### src/rtl/commutator_ctrl_pkg.sv
// Shared FFT definitions: supported size range and the per-stage configuration record.
// Imported by fft_multipoint and by every MDC stage controller.
package commutator_ctrl_pkg;

  localparam int unsigned FftMaxLog2n = 11;  // 2048-point
  localparam int unsigned FftMinLog2n = 3;   // 8-point

  typedef struct packed {
    logic [3:0] log2n;
    logic [3:0] stage;
  } fft_cfg_t;

  // A stage index s is usable only while the stage delay 2^(log2n-s-2) is at least one pair.
  function automatic logic cfg_legal(fft_cfg_t c, int unsigned max_log2n);
    int unsigned l;
    int unsigned s;
    l = 32'(c.log2n);
    s = 32'(c.stage);
    return (l >= FftMinLog2n) && (l <= max_log2n) && (s + 2 <= l);
  endfunction

endpackage

### src/rtl/commutator_ctrl.sv
// Commutator controller for one radix-2 MDC FFT stage.
// Counts accepted sample pairs within a frame and drives the external 2x2 switch and the two
// delay lines of the stage.
//   clk, rst               : clock, synchronous active-high reset
//   cfg_log2n, cfg_stage   : FFT size exponent and stage index, sampled on cfg_load
//   cfg_load               : configuration strobe (honoured only when idle and legal)
//   in_valid, in_sop       : input pair qualifier and start-of-frame marker
//   sel                    : switch control, 0 = pass-through, 1 = swap
//   dly_en                 : delay line shift enable
//   out_valid, out_sop     : switch output qualifier and first-pair marker
//   busy                   : primed or mid-frame; blocks reconfiguration
//   cfg_err                : one-cycle pulse for a rejected cfg_load
module commutator_ctrl
  import commutator_ctrl_pkg::*;
#(
  parameter int unsigned MAX_LOG2N = FftMaxLog2n,
  parameter int unsigned CNT_W     = MAX_LOG2N - 1
) (
  input  logic       clk,
  input  logic       rst,
  input  logic [3:0] cfg_log2n,
  input  logic [3:0] cfg_stage,
  input  logic       cfg_load,
  input  logic       in_valid,
  input  logic       in_sop,
  output logic       sel,
  output logic       dly_en,
  output logic       out_valid,
  output logic       out_sop,
  output logic       busy,
  output logic       cfg_err
);

  fft_cfg_t         cfg_q, cfg_d, cfg_new;
  logic [CNT_W-1:0] k_q, k_d;
  logic             primed_q, primed_d;
  logic             sel_q, sel_d;
  logic             dly_en_q, dly_en_d;
  logic             out_valid_q, out_valid_d;
  logic             out_sop_q, out_sop_d;
  logic             cfg_err_q, cfg_err_d;

  logic             cfg_acc;
  logic [CNT_W-1:0] k_cur, kk, mask, dval;
  logic             primed_cur;
  logic [3:0]       dsh;

  always_comb begin
    cfg_new    = '{log2n: cfg_log2n, stage: cfg_stage};
    busy       = primed_q | (k_q != '0);
    cfg_acc    = cfg_load & ~busy & cfg_legal(cfg_new, MAX_LOG2N);
    cfg_err_d  = cfg_load & ~cfg_acc;
    cfg_d      = cfg_acc ? cfg_new : cfg_q;

    // A load accepted this cycle takes effect before a coincident pair is counted.
    k_cur      = cfg_acc ? '0 : k_q;
    primed_cur = cfg_acc ? 1'b0 : primed_q;

    dsh  = cfg_d.log2n - cfg_d.stage - 4'd2;                     // log2(D)
    dval = CNT_W'(1) << dsh;                                      // D
    mask = {CNT_W{1'b1}} >> (4'(MAX_LOG2N) - cfg_d.log2n);       // L-1, no overflow at max size

    kk = in_sop ? '0 : k_cur;

    k_d         = k_cur;
    primed_d    = primed_cur;
    sel_d       = sel_q;
    dly_en_d    = 1'b0;
    out_valid_d = 1'b0;
    out_sop_d   = 1'b0;

    if (in_valid) begin
      k_d         = (kk + CNT_W'(1)) & mask;
      primed_d    = primed_cur | (kk == dval - CNT_W'(1));
      sel_d       = |(kk & dval);
      dly_en_d    = 1'b1;
      // Outputs become meaningful only once the delay line holds D pairs.
      out_valid_d = primed_cur;
      out_sop_d   = primed_cur & (kk == dval);
    end
  end

  always_ff @(posedge clk) begin
    if (rst) begin
      cfg_q       <= '{log2n: 4'(MAX_LOG2N), stage: 4'd0};
      k_q         <= '0;
      primed_q    <= 1'b0;
      sel_q       <= 1'b0;
      dly_en_q    <= 1'b0;
      out_valid_q <= 1'b0;
      out_sop_q   <= 1'b0;
      cfg_err_q   <= 1'b0;
    end else begin
      cfg_q       <= cfg_d;
      k_q         <= k_d;
      primed_q    <= primed_d;
      sel_q       <= sel_d;
      dly_en_q    <= dly_en_d;
      out_valid_q <= out_valid_d;
      out_sop_q   <= out_sop_d;
      cfg_err_q   <= cfg_err_d;
    end
  end

  assign sel       = sel_q;
  assign dly_en    = dly_en_q;
  assign out_valid = out_valid_q;
  assign out_sop   = out_sop_q;
  assign cfg_err   = cfg_err_q;

endmodule

### config.mk
export PLATFORM = sky130hd
export DESIGN_NAME = commutator_ctrl
export DESIGN_NICKNAME = d
export VERILOG_FILES = /design/src/rtl/commutator_ctrl_pkg.sv /design/src/rtl/commutator_ctrl.sv
export SDC_FILE = /design/constraint.sdc
export NUM_CORES = 1
export LEC_CHECK = 0
export CAP_MARGIN = 0
export CORE_ASPECT_RATIO = 0.7
export CORE_MARGIN = 4
export CORE_UTILIZATION = 54
export CTS_BUF_LIST = sky130_fd_sc_hd__clkbuf_4
export DETAILED_ROUTE_END_ITERATION = 8
export PLACE_DENSITY = 0.78
export SLEW_MARGIN = 20
export SYNTH_ARGS = -nofsm -noshare
export SYNTH_HDL_FRONTEND = slang
export SYNTH_SLANG_ARGS = --single-unit
export TNS_END_PERCENT = 100
### constraint.sdc
create_clock -name clk -period 6.12 [get_ports clk]
set_input_delay 0.612 -clock clk [delete_from_list [all_inputs] [get_ports clk]]
set_output_delay 0.612 -clock clk [all_outputs]
set_load 0.01 [all_outputs]
==> After elaboration in Yosys (flattened, before gate mapping) <==
Cells that the tools add are included.
W data, S select, Z words.
{ "totals": {"regBits": 24, "inputBits": 13, "output_inout_bits": 6, "word_cells": 45} }
{ "op_classes": {"add_sub_neg": 6, "n_lt_le_gt_ge": 3, "n_eq_ne": 2, "n_shift": 2, "mux": 7, "bitwise_logic": 11, "n_reduce_logical": 5} }
{ "op_table": {"columns": ["op", "n"], "rows": [
  ["$mux W10", 3],
  ["$and A10 B10 Y10", 2],
  ["$eq A10 B10 Y1", 2],
  ["$add A10 B1 Y10 const B", 1],
  ["$reduce_bool A10 Y1", 1],
  ["$reduce_or A10 Y1", 1],
  ["$shl A1 B4 Y10 const A", 1],
  ["$shr A10 B4 Y10 const A", 1],
  ["$sub A10 B1 Y10 const B", 1],
  ["$mux W8", 1],
  ["$add A4 B2 Y5 const B", 1],
  ["$le A5 B4 Y1", 1],
  ["$and A1 B1 Y1", 4],
  ["$ge A4 B2 Y1 const B", 1],
  ["$le A4 B4 Y1 const B", 1],
  ["$sub A4 B2 Y4 const B", 1],
  ["$sub A4 B4 Y4", 1],
  ["$sub A4 B4 Y4 const A", 1],
  ["$mux W1", 3],
  ["$not A1 Y1", 3],
  ["$logic_and A1 B1 Y1", 2],
  ["$or A1 B1 Y1", 2],
  ["$reduce_or A2 Y1", 1]
]} }

==> Depth between registers and ports, before layout <==
Gate-level depths: netlist of run 1.
{ "depth": {"word_depth": 13, "ltp_mapped": 26, "mapped_depth_nobuf": 24} }

==> Least setup slack after synthesis of run 1 <==
Ideal clock, no wire load.
{ "synth_path": {"path_kind": "input to register", "startpoint": "input cfg_stage[1]", "endpoint": "register primed_q", "setup_ns": 0.096, "arrival_time_ns": 6.323, "required_ns": 6.024, "setup_slack_ns": -0.299, "cell_stages": 24, "n_path_buf": 2, "cell_sequence": "ha_1 > ha_1 > o21ai_0 > a22oi_1 > a2111oi_4 > mux2_2 > inv_1 > ha_1 > inv_1 > ha_1 > fa_1 > xnor2_1 > xnor2_1 > mux2i_1 > buf_4 > nand2_1 > or3_1 > ha_1 > buf_4 > or3_2 > a21oi_4 > o31a_2 > o2111ai_1 > o41ai_2"} }
{ "synth_between": {"elab_chain_len": 12} }
{ "synth_lines": {"columns": ["item", "line", "text"], "rows": [
  ["start: declaration", "commutator_ctrl.sv:22", "input logic [3:0] cfg_stage,"],
  ["$add A4 B2 Y5", "commutator_ctrl_pkg.sv:19", "return (l >= FftMinLog2n) && (l <= max_log2n) && (s + 2 <= l);"],
  ["$le A5 B4 Y1", "commutator_ctrl_pkg.sv:19", null],
  ["$logic_and A1 B1 Y1", "commutator_ctrl_pkg.sv:19", null],
  ["$and A1 B1 Y1", "commutator_ctrl.sv:51", "cfg_acc = cfg_load & ~busy & cfg_legal(cfg_new, MAX_LOG2N);"],
  ["$mux W8", "commutator_ctrl.sv:53", "cfg_d = cfg_acc ? cfg_new : cfg_q;"],
  ["$sub A4 B4 Y4", "commutator_ctrl.sv:59", "dsh = cfg_d.log2n - cfg_d.stage - 4'd2;"],
  ["$sub A4 B2 Y4", "commutator_ctrl.sv:59", null],
  ["$shl A1 B4 Y10", "commutator_ctrl.sv:60", "dval = CNT_W'(1) << dsh;"],
  ["$sub A10 B1 Y10", "commutator_ctrl.sv:74", "primed_d = primed_cur | (kk == dval - CNT_W'(1));"],
  ["$eq A10 B10 Y1", "commutator_ctrl.sv:74", null],
  ["$or A1 B1 Y1", "commutator_ctrl.sv:74", null],
  ["$mux W1 (*)", "commutator_ctrl.sv:72", "if (in_valid) begin"],
  ["end signal: assignment", "commutator_ctrl.sv:96", "primed_q <= primed_d;"],
  ["end: declaration", "commutator_ctrl.sv:36", "logic primed_q, primed_d;"]
]} }
Mark *: on every way between the ends. The rest lies on a longest branch, timed or not.
A chain may end at the register's enable or synchronous reset.

==> Worst setup path after layout of run 1 <==
{ "layout_path": {"startpoint": "input cfg_stage[2]", "endpoint": "register primed_q"} }
Same word-level chain as after synthesis.

==> key figures, run 1 <==
Clock network
  – Number of H-tree levels: 1
  – CTS clock-pin slew for the worst setup and hold paths: 0.15 ns
  – CTS sink cnt: 24
  – Root buffer cell: clkbuf_4
  – CTS Buffer Depth: 2
  – Worst skew pair latency: 0.34 ns
  – Clock buffer count from CTS: 3
  – CTS tree: done

Power and ir drop
  – VDD IR max: 165.8 µV
  – PnR Total Power: 0.6467 mW
  – Leak: 1.084 nW
  – Psw: 0.2586 mW
  – Int Power: 0.3881 mW
  – Logic pwr share: 55.9%
  – Clock network power share: 18.6%
  – Power per cell area: 252.0 nW/µm²
  – Sw frac: 39.99%
  – Reg power frac: 25.4%

Job
  – Max Cap Viol: 0

STA
  – Worst hold slack: 0.5146 ns
  – Final Max Tran Viols: 0
  – Final Hold Violating Endpoints: 0
  – RSZ-0062 raised after global routing: no
  – Worst slew pin tran: 0.8173 ns
  – Max Clk Rate: 170.7 MHz
  – Crit path time final: 5.857 ns
  – Final Skew: 0.01994 ns
  – Final worst slack: 0.2626 ns
  – Worst slew margin: 45.34%
  – Final period util: 95.71%
  – # setup viols final: 0

Drt
  – TritonRoute pass-1 iters: 5
  – Via density: 5.880
  – DRC Markers: 0
  – Vias: 2017
  – Routed WL per cell: 15.51 µm
  – Total wire length: 5321 µm
  – Violation count after the first detailed-route iteration: 158
  – ANT nets after route: 0

Synth
  – Count of different cell masters after synthesis: 56
  – Post-synthesis net count: 303
  – Synth Instances: 267
  – Post-synthesis sequential area ratio: 22.25%
  – Syn avg cell area: 8.088 µm²
  – Cell area after technology mapping: 2160 µm²
  – Yosys reg bits: 24
  – Asr flop ratio synth: 0%
  – Predominant post-synthesis flop cell: dfxtp_1
  – YS warnings: 0
  – EDFF count, synth: 0

Layout
  – Fin nets: 330
  – Antenna cell count: 0
  – Commonest non-fill, non-tap cell in the layout: nor2_1
  – Area delta synth->final: 18.83%
  – Layout cell share with drive strength beyond 1: 17.06%
  – Most frequent cells in the layout: 25 x nor2_1, 24 x dfxtp_1, 20 x inv_1

Placed design
  – Port buffer count: 18
  – RD Place Congestion: 0.8982
  – DP Worst Slack: -0.1541 ns
  – Hpwl dp: 4181 µm

Die
  – Initial core utilization: 58.47%
  – Total die area: 5091 µm²
  – Core Region: 3694 µm²
  – Die extent in x: 83.59 µm
  – Row count: 18
  – Top Ports: 19
  – Die Y: 60.91 µm

Setup path
  – FF-to-FF Start: k_q[1]
  – Worst reg2reg setup slack: 1.00 ns
  – Max FO, Critical Path: 7
  – Critical path launch point type: input port
  – R2R depth: 21
  – CP arrival: 6.12 ns
  – Critical path endpoint category: register
  – CP Class: input port to register
  – Worst EP required: 6.38 ns
  – FF-to-FF End: primed_q

GRT
  – Vias in the first global route: 1917
  – First-pass GRT wire length: 9004 µm
  – Grt ovf: 0
  – Largest net degree at the start of global routing: 23
  – Overall Global Routing Usage: 21.92%
  – Initial antenna violation count: 0

Worst hold path
  – Min-Delay Path Class: register to register
  – Sink of the worst hold path: sel
  – Worst hold start: sel
  – Worst hold stages: 2

Status
  – Run status: completed
-- state kept, by name, indices dropped and copies added (netlist names) --
register and count:
cfg_err 1, out_valid 1, primed_q 1, out_sop 1
sel 1, k_q 10, cfg_q 8, dly_en 1
-- cells in the mapped netlist (all sizes together) (2+ instances only) --
cell	n	area share, %
nand4	5	1.4
nand2b	7	2.0
inv	21	3.7
nand2	19	3.3
mux2	6	3.1
nor4	10	4.2
ha	22	13
nand4b	2	0.81
nor2	25	4.3
o31ai	4	1.4
nor2b	10	2.9
nor3b	4	1.4
xnor2	8	3.2
or2b	2	0.75
and3	3	0.93
dfxtp	24	22
clkbuf	6	1.0
o22ai	2	0.58
buf	4	1.4
nand3	8	2.1
or2	3	0.87
a311oi	2	1.1
mux2i	6	2.8
o21ai	8	1.9
xor2	5	2.0
a221oi	2	1.1
o211ai	3	1.0
nor3	10	2.3
or3	3	0.93
a21oi	18	4.7
-- per-layer routing --
metal | share of wire (%) | track usage, % | up-vias | routed length [µm]
li1 | - | - | 1011 | -
met1 | 49 | 29.95 | 940 | 2610
met2 | 44 | 37.26 | 63 | 2334
met3 | 6.7 | 4.342 | 3 | 359
met4 | 0.32 | 3.440 | 0 | 17
met5 | 0 | 0 | - | 0
-- repair_timing --
item	4_1_cts	5_1_grt
hold buffers	0	0
buffers inserted	0	0
endpoints found under the setup margin	0	1
resized for setup	0	3
-- how the worst max path moves through the flow --
stage               end  slack [ns]  depth (start not counted)         start
2_1_floorplan  primed_q        0.04                         24  cfg_stage[1]
3_3_place_gp   primed_q        0.03                         23  cfg_stage[1]
3_5_place_dp   primed_q       -0.15                         25  cfg_stage[2]
4_1_cts        primed_q        0.17                         24  cfg_stage[1]
5_1_grt        primed_q       0.002                         25  cfg_stage[2]
6_report       primed_q        0.26                         25  cfg_stage[2]
-- critical path: stages --
cell and delay (ns):
clkdlybuf4s50_1 0.51, ha_1 0.17, xor2_1 0.18, ha_1 0.27, o21ai_0 0.08, a22oi_1 0.14, a2111oi_4 0.32, buf_6 0.19
mux2_4 0.31, inv_1 0.14, ha_4 0.18, inv_1 0.04, ha_1 0.20, fa_2 0.38, xnor2_4 0.15, xnor2_1 0.14
mux2i_1 0.21, nand2_2 0.12, or3_1 0.35, ha_2 0.23, xor2_1 0.20, or2_2 0.34, o22ai_1 0.20, a311oi_2 0.14
o41ai_2 0.30
-- layout make-up --
class	instances	area, µm²
repair buffers	32	289.0
fillers	306	1127
well taps	50	62.56
clock inverters	1	30.03
clock buffers	3	22.52
flip-flops and latches	24	480.5
multi-input cells	212	1603
inverters	21	78.83
-- cells by family (layout without fill, tap and decap cells) --
| logic type | count (synthesis) | after routing | synth area share [%] |
|---|---|---|---|
| AO/OA/AOI/OAI | 47 | 47 | 16.11 |
| flip-flops | 24 | 24 | 22.25 |
| buffers and inverters | 31 | 57 | 6.141 |
| AND/OR/NAND/NOR | 117 | 117 | 30.65 |
| adder cells (fa/ha/maj) | 23 | 23 | 13.67 |
| XOR/XNOR | 13 | 13 | 5.272 |
| multiplexers | 12 | 12 | 5.910 |
-- power by group through the flow --
stage / registers, mW / clock network (mW) / logic (mW)
global route: 0.165 / 0.132 / 0.392
detailed placement: 0.168 / 0 / 0.347
finish: 0.165 / 0.120 / 0.362
floorplan: 0.168 / 0 / 0.250
CTS: 0.165 / 0.123 / 0.350
global placement: 0.168 / 0 / 0.338
-- per-stage QoR --
stage	TNS (ns)	instances	utilization, %	cell area (µm²)
6_report	0	343	69.48	2566
5_1_grt	0	343	69.48	2566
4_1_cts	0	343	69.00	2549
3_5_place_dp	-0.1541	339	67.58	2496
3_3_place_gp	0	339	67.58	2496
2_1_floorplan	0	267	-	2202
Note: power is estimated with default switching activity, not from simulation.
==> run 2: changes to the inputs <==
--- a/config.mk
+++ b/config.mk
@@ -7,7 +7,7 @@
 export LEC_CHECK = 0
 export CAP_MARGIN = 0
 export CORE_ASPECT_RATIO = 0.7
-export CORE_MARGIN = 4
+export CORE_MARGIN = 2
 export CORE_UTILIZATION = 54
 export CTS_BUF_LIST = sky130_fd_sc_hd__clkbuf_4
 export DETAILED_ROUTE_END_ITERATION = 8
==> run 2 against run 1 <==
Effect of this change:
- first-iteration DRC count is the same
- non-clock buffer count up 1
- setup slack improved by 0.038 ns
- fmax up 0.66%
- via count increased by 1.4%
- sequential share of layout area is essentially flat
- design area is essentially flat
- count of clock-buffer cells in the layout is the same
- flip-flop and latch count did not move
- utilization shrank 3.3 points
- worst hold slack got worse by 0.0068 ns
- power decreased by 2.1%
- critical path type unchanged
- highest routed layer unchanged
==> key figures, run 2 (synthesized netlist as in run 1, its figures left out) <==
Setup path
  – FF-to-FF Start: k_q[1]
  – Worst EP required: 6.37 ns (about the same)
  – CP Class: input port to register
  – Cell mode on critical path: ha_1
  – Cells along the critical path: clkdlybuf4s50_1 > ha_1 > ha_1 > o21ai_0 > a22oi_1 > a2111oi_4 > buf_6 > mux2_4 > ha_4 > inv_1 > ha_1 > fa_2 > xnor2_2 > xnor2_1 > mux2i_1 > nand2_2 > or3_1 > ha_2 > or3_4 > a21oi_4 > o31a_2 > o2111ai_1 > o41ai_2
  – Worst reg2reg setup slack: 1.02 ns (+0.02 ns)
  – R2R depth: 20 (-4.8%)
  – Critical path endpoint category: register
  – CP arrival: 6.07 ns (-0.05 ns)
  – Largest stage delay, worst path: 0.42 ns (-0.09 ns)
  – Critical-path top delay cell: clkdlybuf4s50_1
  – Cell family contributing the most delay on the critical path: adder cells
  – Critical path buffer and inverter count: 3 (-1)
  – FF-to-FF End: primed_q
  – Critical path launch point type: input port
  – Max FO, Critical Path: 8 (+1)

Layout
  – Register area: 480.5 µm² (unchanged)
  – Area delta synth->final: 18.77% (about the same)
  – Antenna cell count: 0 (unchanged)
  – Post-route cell area: 2565 µm² (about the same)
  – # fillers: 323 (+5.6%)
  – Max reg flops: 10 (unchanged)
  – Fin nets: 331 (+0.30%)
  – Top reg by flops: k_q
  – Biggest regs: k_q (10), cfg_q (8)
  – Layout cell share with drive strength beyond 1: 17.35% (+0.28 points)
  – Most frequent cells in the layout: 25 x nor2_1, 24 x dfxtp_1, 20 x inv_1
  – Commonest non-fill, non-tap cell in the layout: nor2_1
  – Multi-input logic area: 1592 µm² (-0.70%)
  – Fin util: 66.19% (-3.3 points)

Drt
  – Total wire length: 5193 µm (-2.4%)
  – Vias: 2045 (+1.4%)
  – Via density: 5.910 (+0.51%)
  – Routed WL per cell: 15.01 µm (-3.3%)
  – TritonRoute pass-1 iters: 5 (unchanged)
  – DRC Markers: 0 (unchanged)
  – Violation count after the first detailed-route iteration: 158 (unchanged)
  – ANT nets after route: 0 (unchanged)

STA
  – Crit path time final: 5.819 ns (-0.03843 ns)
  – Final Hold Violating Endpoints: 0 (unchanged)
  – Worst hold slack: 0.5078 ns (-0.006758 ns)
  – RSZ-0062 raised after global routing: no
  – Final Max Tran Viols: 0 (unchanged)
  – Worst slew margin: 47.32% (+2.0 points)
  – Final period util: 95.08% (-0.63 points)
  – # setup viols final: 0 (unchanged)
  – Worst slew pin tran: 0.7877 ns (-0.02955 ns)
  – Max Clk Rate: 171.9 MHz (+0.66%)
  – Final Skew: 0.01496 ns (-0.004983 ns)

Worst hold path
  – Worst hold stages: 2 (unchanged)
  – Sink of the worst hold path: sel
  – Min-Delay Path Class: register to register
  – Worst hold start: sel

Die
  – Die Y: 56.91 µm (-6.6%)
  – Core Region: 3875 µm² (+4.9%)
  – Top Ports: 19 (unchanged)
  – Row count: 19 (+1)
  – Total die area: 4529 µm² (-11%)
  – Initial core utilization: 55.73% (-2.7 points)
  – Die extent in x: 79.59 µm (-4.8%)

GRT
  – Vias in the first global route: 1813 (-5.4%)
  – First-pass GRT wire length: 8749 µm (-2.8%)
  – Largest net degree at the start of global routing: 23 (unchanged)
  – Initial antenna violation count: 0 (unchanged)
  – Overall Global Routing Usage: 24.07% (+2.1 points)
  – Grt ovf: 0 (unchanged)

Placed design
  – RD Place Congestion: 0.9075 (+1.0%)
  – Hpwl dp: 4080 µm (-2.4%)
  – Port buffer count: 18 (unchanged)
  – Area post-placement: 2506 µm² (+0.40%)

Power and ir drop
  – Power per cell area: 246.8 nW/µm² (-2.1%)
  – VDD IR max: 195.7 µV (+18%)
  – Leak: 1.089 nW (+0.48%)

Status
  – Run status: completed

Clock network
  – CTS tree: done
  – Number of H-tree levels: 1 (unchanged)
  – CTS Buffer Depth: 2 (unchanged)
  – CTS clock-pin slew for the worst setup and hold paths: 0.15 ns (about the same)
  – Clock buffer count from CTS: 3 (unchanged)
  – Root buffer cell: clkbuf_4
  – Worst skew pair latency: 0.33 ns (about the same)
  – CTS sink cnt: 24 (unchanged)

Job
  – Max Cap Viol: 0 (unchanged)
## run 2: cell types whose count changed in the layout (fill, tap and decap cells not counted), sizes merged
| cell | before | now |
|---|---|---|
| buf | 14 | 15 |
## run 2: per-stage QoR
stage	setup WS, ns	power, mW	std cells	setup TNS [ns]
6_report	0.3011	0.6330	346	0
5_1_grt	0.007757	0.6751	346	0
4_1_cts	0.2231	0.6282	346	0
3_5_place_dp	-0.1145	0.5078	342	-0.1145
3_3_place_gp	0.01120	0.5011	342	0
2_1_floorplan	0.04356	0.4176	267	0
## run 2: final cells by class
cell class | count | area share [%]
flip-flops and latches | 24 | 18.73
multi-input cells | 212 | 62.05
clock buffers | 3 | 0.8780
repair buffers | 33 | 11.56
clock inverters | 1 | 1.171
inverters | 21 | 3.073
well taps | 52 | 2.537
## run 2: worst max-delay path by stage
stage | start | to | cells past startpoint
after floorplan | cfg_stage[1] | primed_q | 24
after global placement | cfg_stage[1] | primed_q | 23
after detailed placement | cfg_stage[1] | primed_q | 24
after CTS | cfg_stage[1] | primed_q | 24
after global routing | cfg_stage[1] | primed_q | 24
final | cfg_stage[1] | primed_q | 23
## run 2: report_power, final
| group | leakage [nW] | internal [mW] | switching [mW] | total, mW |
|---|---|---|---|---|
| Combinational | 0.866 | 0.152 | 0.197 | 0.349 |
| Clock | 0.0279 | 0.0663 | 0.0529 | 0.119 |
| Sequential | 0.195 | 0.162 | 0.00314 | 0.165 |
## run 2: layer usage
layer  up-vias  track usage, %  routed length [µm]
met4         0           2.463                  18
met5         -               0                   0
li1       1008               -                   -
met2        75           36.01                2291
met3         4           3.859                 303
met1       958           37.44                2580
## run 2: worst reg2reg max path: stages (launching register included)
cell,delay (ns)
dfxtp_1,0.38
nor4_2,0.32
nand3_2,0.19
a2111oi_4,0.32
buf_6,0.20
mux2_4,0.32
ha_4,0.29
inv_1,0.05
ha_1,0.20
fa_2,0.35
xnor2_2,0.16
xnor2_1,0.13
mux2i_1,0.23
nand2_2,0.12
or3_1,0.35
ha_2,0.24
or3_4,0.39
a21oi_4,0.17
o31a_2,0.14
o2111ai_1,0.15
o41ai_2,0.34
## run 2: repair_timing
item,in CTS,in global routing
resized for setup,0,2
setup endpoints to repair,0,1
buffers inserted,0,0
hold buffers,0,0
==> run 3: changes to the inputs <==
--- a/config.mk
+++ b/config.mk
@@ -12,7 +12,6 @@
 export CTS_BUF_LIST = sky130_fd_sc_hd__clkbuf_4
 export DETAILED_ROUTE_END_ITERATION = 8
 export PLACE_DENSITY = 0.78
-export SLEW_MARGIN = 20
 export SYNTH_ARGS = -nofsm -noshare
 export SYNTH_HDL_FRONTEND = slang
 export SYNTH_SLANG_ARGS = --single-unit
==> results of run 3 <==
Final layout, timing and power as in run 2 (identical DEF).
==> variant 1: new RTL, settings of run 1 <==
Reset style: asynchronous (`rst`), changed in one clocked block. Comments in the files are not updated.
--- a/src/rtl/commutator_ctrl.sv
+++ b/src/rtl/commutator_ctrl.sv
@@ -80,7 +80,7 @@
     end
   end
 
-  always_ff @(posedge clk) begin
+  always_ff @(posedge clk or posedge rst) begin
     if (rst) begin
       cfg_q       <= '{log2n: 4'(MAX_LOG2N), stage: 4'd0};
       k_q         <= '0;
Check against the original RTL: differs if rst is asserted again (counterexample within 4 cycles, from zero or initial values and one cycle with rst high); with rst held inactive, the same outputs for 10 cycles.
==> variant 1 against run 1 <==
Sequential share of layout area grew 3.5 points. Worst setup slack lost 0.13 ns. Sequential cell count is the same. Cell area grew 5.9%. Via count grew 4.3%. Count of clock-buffer cells in the layout is the same. Non-clock buffer count grew 2. Wire length grew 12%. Area after synthesis grew 3.4%.
Power is not shown: default switching activity piles up to over one toggle a cycle in this logic, so the estimate is an artifact.
==> variant 1: results (changes against run 1) <==
outcome:
  status: "finished, final reports clean"
drt:
  num_vias: 2103  # +4.3%
  first_iter_violations: 201  # +27%
  dr.pass1.iters: 4  # -1
  detail_route.wl_per_cell_um: 17.5  # +13%
final_layout:
  reg_top3: "k_q x10, cfg_q x8"
  drive_gt1_share_pct: 18.5  # +1.4 points
  fin_util_pct: 68.9  # -0.58 points
  final_nets: 324  # -1.8%
  antennaDiodeCount: 0  # unchanged
  fillers: 335  # +9.5%
synthesis:
  async_reset_ff_share_pct: 100  # +100 points
  synth_cell_types: 53  # -5.4%
  ys_top_cells_by_count: "inv_1 (23), ha_1 (22), dfrtp_1 (21), nand2_1 (21), o21ai_0 (13)"
  ys_seq_area_share_pct: 27.1  # +4.8 points
  synth-warning-count: 0  # unchanged
  synth_nets: 294  # -3.0%
  synth_area_leaders: "dfrtp_1 (24%), ha_1 (12%), xnor2_1 (4.7%)"
  yosys_most_used_dff: "dfrtp_1"
grt:
  grt_pass1_vias: 2000  # +4.3%
  grt_max_degree: 25  # +8.7%
  antenna_found_initial: 0  # unchanged
  track_usage_pct: 22.9  # +0.94 points
  grt_pass1_wl_um: 9540  # +5.9%
worst_setup_path:
  crit_family: "compound AO/OA/AOI/OAI gates"
  worstReg2RegStart: "k_q[5]$_DFF_PP0_"
  ff2ff_setup_slack_ns: 0.74  # -0.26 ns
  rr_worst_depth: 23  # +9.5%
  cpPeakStageDelay_ns: 0.57  # +0.06 ns
  r2r-end: "primed_q$_DFF_PP0_"
  slowest_stage: "clkdlybuf4s50_1"
  path_max_fanout: 8  # +1
clock_tree:
  clockBufferDepth: 2  # unchanged
  cts_buffers: 3  # unchanged
  worst_setup_hold_path_clk_slew_ns: 0.16
  insertion_delay_ns: 0.34  # about the same
  clock-root-buffer: "clkbuf_4"
  cts_htree_levels: 1  # unchanged
sta:
  fin_skew_ns: 0.0314  # +0.0114 ns
  max_freq_mhz: 167  # -2.2%
  slew_headroom_pct: 31.3  # -14 points
  drv_slew: 0  # unchanged
placement:
  postPlaceCellArea_um2: 2550  # +2.1%
  place_worst_setup_slack_ns: -0.197  # -0.0428 ns
  numPortBuffers: 18  # unchanged
  gp_congestion: 0.985  # +9.6%
  dp_hpwl_um: 4280  # +2.5%
flow_run:
  drv_cap: 0  # unchanged
min_path:
  min_path_cells: 1  # -1
  hold-path-endpoint: "cfg_q[2]$_DFF_PP0_"
  min-delay-start: "cfg_q[2]$_DFF_PP0_"
  min_path_type: "flip-flop to flip-flop"
-- variant 1: changes by cell type after synthesis, moves of 4 or more --
| cell | run 1 | this run |
|---|---|---|
| xnor2_1 | 8 | 12 |
| nor2_1 | 25 | 12 |
| and3_1 | 2 | 6 |
| dfxtp_1 | 24 | 0 |
| o21ai_0 | 8 | 13 |
| o21ai_1 | 0 | 6 |
| dfrtp_1 | 0 | 21 |
| a21oi_1 | 17 | 6 |
-- variant 1: routing by layer --
layer	track usage, %	part of all wire, %	routed length (um)
met5	0	0	0
met4	5.87	1.6	98
met3	5.40	9.2	549
met2	36.7	44	2590
met1	31.7	45	2710
-- variant 1: area by class of cell --
| class | instances | area share, % |
|---|---|---|
| Clock inverter | 1 | 1.10 |
| Tap cell | 52 | 2.39 |
| Inverter | 23 | 3.18 |
| Clock buffer | 3 | 0.828 |
| Timing Repair Buffer | 34 | 11.2 |
| Multi-Input combinational cell | 202 | 59.0 |
| Sequential cell | 24 | 22.2 |
-- variant 1: cell families after synthesis --
group | after synthesis | share of synthesized area, %
simple gates | 95 | 24.4
xor+xnor | 17 | 6.67
buf+inv | 32 | 5.44
compound gates | 58 | 18.8
flops | 24 | 27.1
mux | 9 | 4.37
fa+ha+maj | 23 | 13.2
-- variant 1: through the flow --
step                instances  hold slack, ns
detailed placement        333           0.497
global placement          333           0.491
CTS                       337           0.530
floorplan                 258           0.463
global route              339           0.566
finish                    339           0.531
-- variant 1: how the worst max path moves through the flow --
stage,from,slack (ns),to,cells after the start
6_report,cfg_log2n[3],0.13,primed_q$_DFF_PP0_,26
5_1_grt,cfg_log2n[3],-0.10,primed_q$_DFF_PP0_,26
3_3_place_gp,cfg_stage[1],-0.09,primed_q$_DFF_PP0_,26
4_1_cts,cfg_stage[2],0.13,primed_q$_DFF_PP0_,26
3_5_place_dp,cfg_stage[2],-0.20,primed_q$_DFF_PP0_,26
2_1_floorplan,cfg_stage[1],0.43,primed_q$_DFF_PP0_,27
-- variant 1: what timing repair did --
action | CTS | global route
setup buffers | 0 | 2
setup endpoints to repair | 0 | 1
gates resized for setup | 0 | 22
==> variant 2: new RTL, config.mk and constraints of run 1 <==
Without the edit above. Set the package constant `FftMaxLog2n` to 12 (it was 11).
--- a/src/rtl/commutator_ctrl_pkg.sv
+++ b/src/rtl/commutator_ctrl_pkg.sv
@@ -2,7 +2,7 @@
 // Imported by fft_multipoint and by every MDC stage controller.
 package commutator_ctrl_pkg;
 
-  localparam int unsigned FftMaxLog2n = 11;  // 2048-point
+  localparam int unsigned FftMaxLog2n = 12;  // 2048-point
   localparam int unsigned FftMinLog2n = 3;   // 8-point
 
   typedef struct packed {
Function: changed (a bounded check fails within 4 cycles, from zero or initial values and one cycle with rst high).
==> variant 2 against run 1 <==
Sequential cell count up 1. Cell area up 6.2%. Area after synthesis up 9.5%. Sequential share of layout area fell by 0.36 points. First-iteration DRC count up 9.5%. Clock power decreased by 33%. Critical path depth up 2. Worst setup slack better by 0.17 ns. Sequential power is 4% higher. Global-route usage rose by 0.052 points. Total power increased by 8.3%. Non-clock buffer count decreased by 2. Wire length is 11% higher. Largest cell class unchanged.
==> variant 2: results (changes against run 1) <==
grt:
  grt_max_degree: 19  # -17%
  grt_pass1_vias: 2066  # +7.8%
  track_usage_pct: 22.0  # +0.052 points
  grtUsageMet3_pct: 4.17  # -0.18 points
  use_met2_pct: 30.7  # -6.6 points
  grtUsageMet1_pct: 34.5  # +4.6 points
  grt_pass1_wl_um: 9790  # +8.7%
power_and_ir_drop:
  netSwitchingFraction_pct: 44.4  # +4.5 points
  power.leakage_uw: 0.00122  # +12%
  ir_drop_mv: 0.210  # +26%
synthesis:
  ys_seq_area_share_pct: 21.2  # -1.1 points
  synth_cell_types: 51  # -8.9%
  synth_nets: 338  # +12%
  ys_top_cells_by_count: "nor2_1 (28), nand2_1 (27), dfxtp_1 (25), ha_1 (25), inv_1 (21)"
min_path:
  min-delay-start: "k_q[7]$_SDFF_PP0_"
  min_path_cells: 2  # unchanged
floorplan:
  design.core.area_um2: 4070  # +10%
outcome:
  status: "finished, final reports clean"
final_layout:
  final_cells: 372  # +8.5%
  final_nets: 360  # +9.1%
  fin_util_pct: 67.0  # -2.4 points
  reg_top3: "k_q x11, cfg_q x8"
  fillers: 338  # +10%
worst_setup_path:
  r2r-end: "primed_q$_SDFF_PP0_"
  worstReg2RegStart: "k_q[0]$_SDFF_PP0_"
  path_class: "input pin to flip-flop"
  rr_worst_depth: 24  # +14%
  cp-startpoint: "cfg_stage[1]"
  crit_arrival_ns: 5.95  # -0.17 ns
sta:
  whs_ns: 0.519  # +0.00471 ns
  worst_slack_ns: 0.429  # +0.166 ns
  fin_skew_ns: 0.0170  # -0.00289 ns
  slew_headroom_pct: 47.4  # +2.1 points
drt:
  vias_per_cell: 6.08  # +3.4%
  routed.top_layer: "met4"
  detail_route.wl_per_cell_um: 15.9  # +2.5%
  wl_met3_um: 517  # +44%
placement:
  postPlaceCellArea_um2: 2670  # +6.8%
  gp_congestion: 0.911  # +1.4%
  dp_hpwl_um: 4480  # +7.2%
[variant 2: logic make-up (layout without fill, tap and decap cells)]
logic type / count (synthesis) / count (layout) / synth area share, %
XOR/XNOR: 20 / 20 / 8.57
AND/OR/NAND/NOR: 133 / 133 / 29.4
multiplexers: 13 / 13 / 5.77
flip-flops: 25 / 25 / 21.2
buffers and inverters: 34 / 55 / 5.77
adder cells (fa/ha/maj): 26 / 26 / 14.1
AO/OA/AOI/OAI: 48 / 48 / 15.3
[variant 2: timing repair]
item | 4_1_cts | 5_1_grt
hold endpoints to repair | 0 | 0
endpoints found under the setup margin | 0 | 1
gates resized for setup | 0 | 6
[variant 2: power by group through the flow]
stage,clock (uW),sequential [uW],combinational [uW]
floorplan,0,175,324
global placement,0,176,422
global route,86.8,173,489
finish,80.7,172,447
CTS,81.8,172,428
detailed placement,0,176,424
[variant 2: critical path: stages]
cell and delay, ns:
clkdlybuf4s50_1 0.46, ha_1 0.32, ha_1 0.29, o21ai_0 0.17, nand2b_1 0.11, a311oi_4 0.33, buf_12 0.21, mux2_2 0.35
ha_1 0.24, inv_1 0.07, ha_1 0.13, inv_1 0.05, fa_2 0.38, xor2_4 0.22, and2_1 0.19, o21ai_4 0.14
and2_4 0.21, nand3_1 0.12, ha_1 0.24, inv_1 0.13, o21a_1 0.16, o22ai_1 0.08, a31oi_1 0.18, o211ai_1 0.12
nand4_1 0.13, nor4_2 0.06, a32o_1 0.25
[variant 2: final cells by class]
class | count | share of cell area (%)
Timing Repair Buffer | 30 | 10.4
Sequential cell | 25 | 18.4
Multi-Input combinational cell | 240 | 65.0
Tap cell | 52 | 2.39
Inverter | 21 | 2.89
Clock buffer | 3 | 0.826
Clock inverter | 1 | 0.184
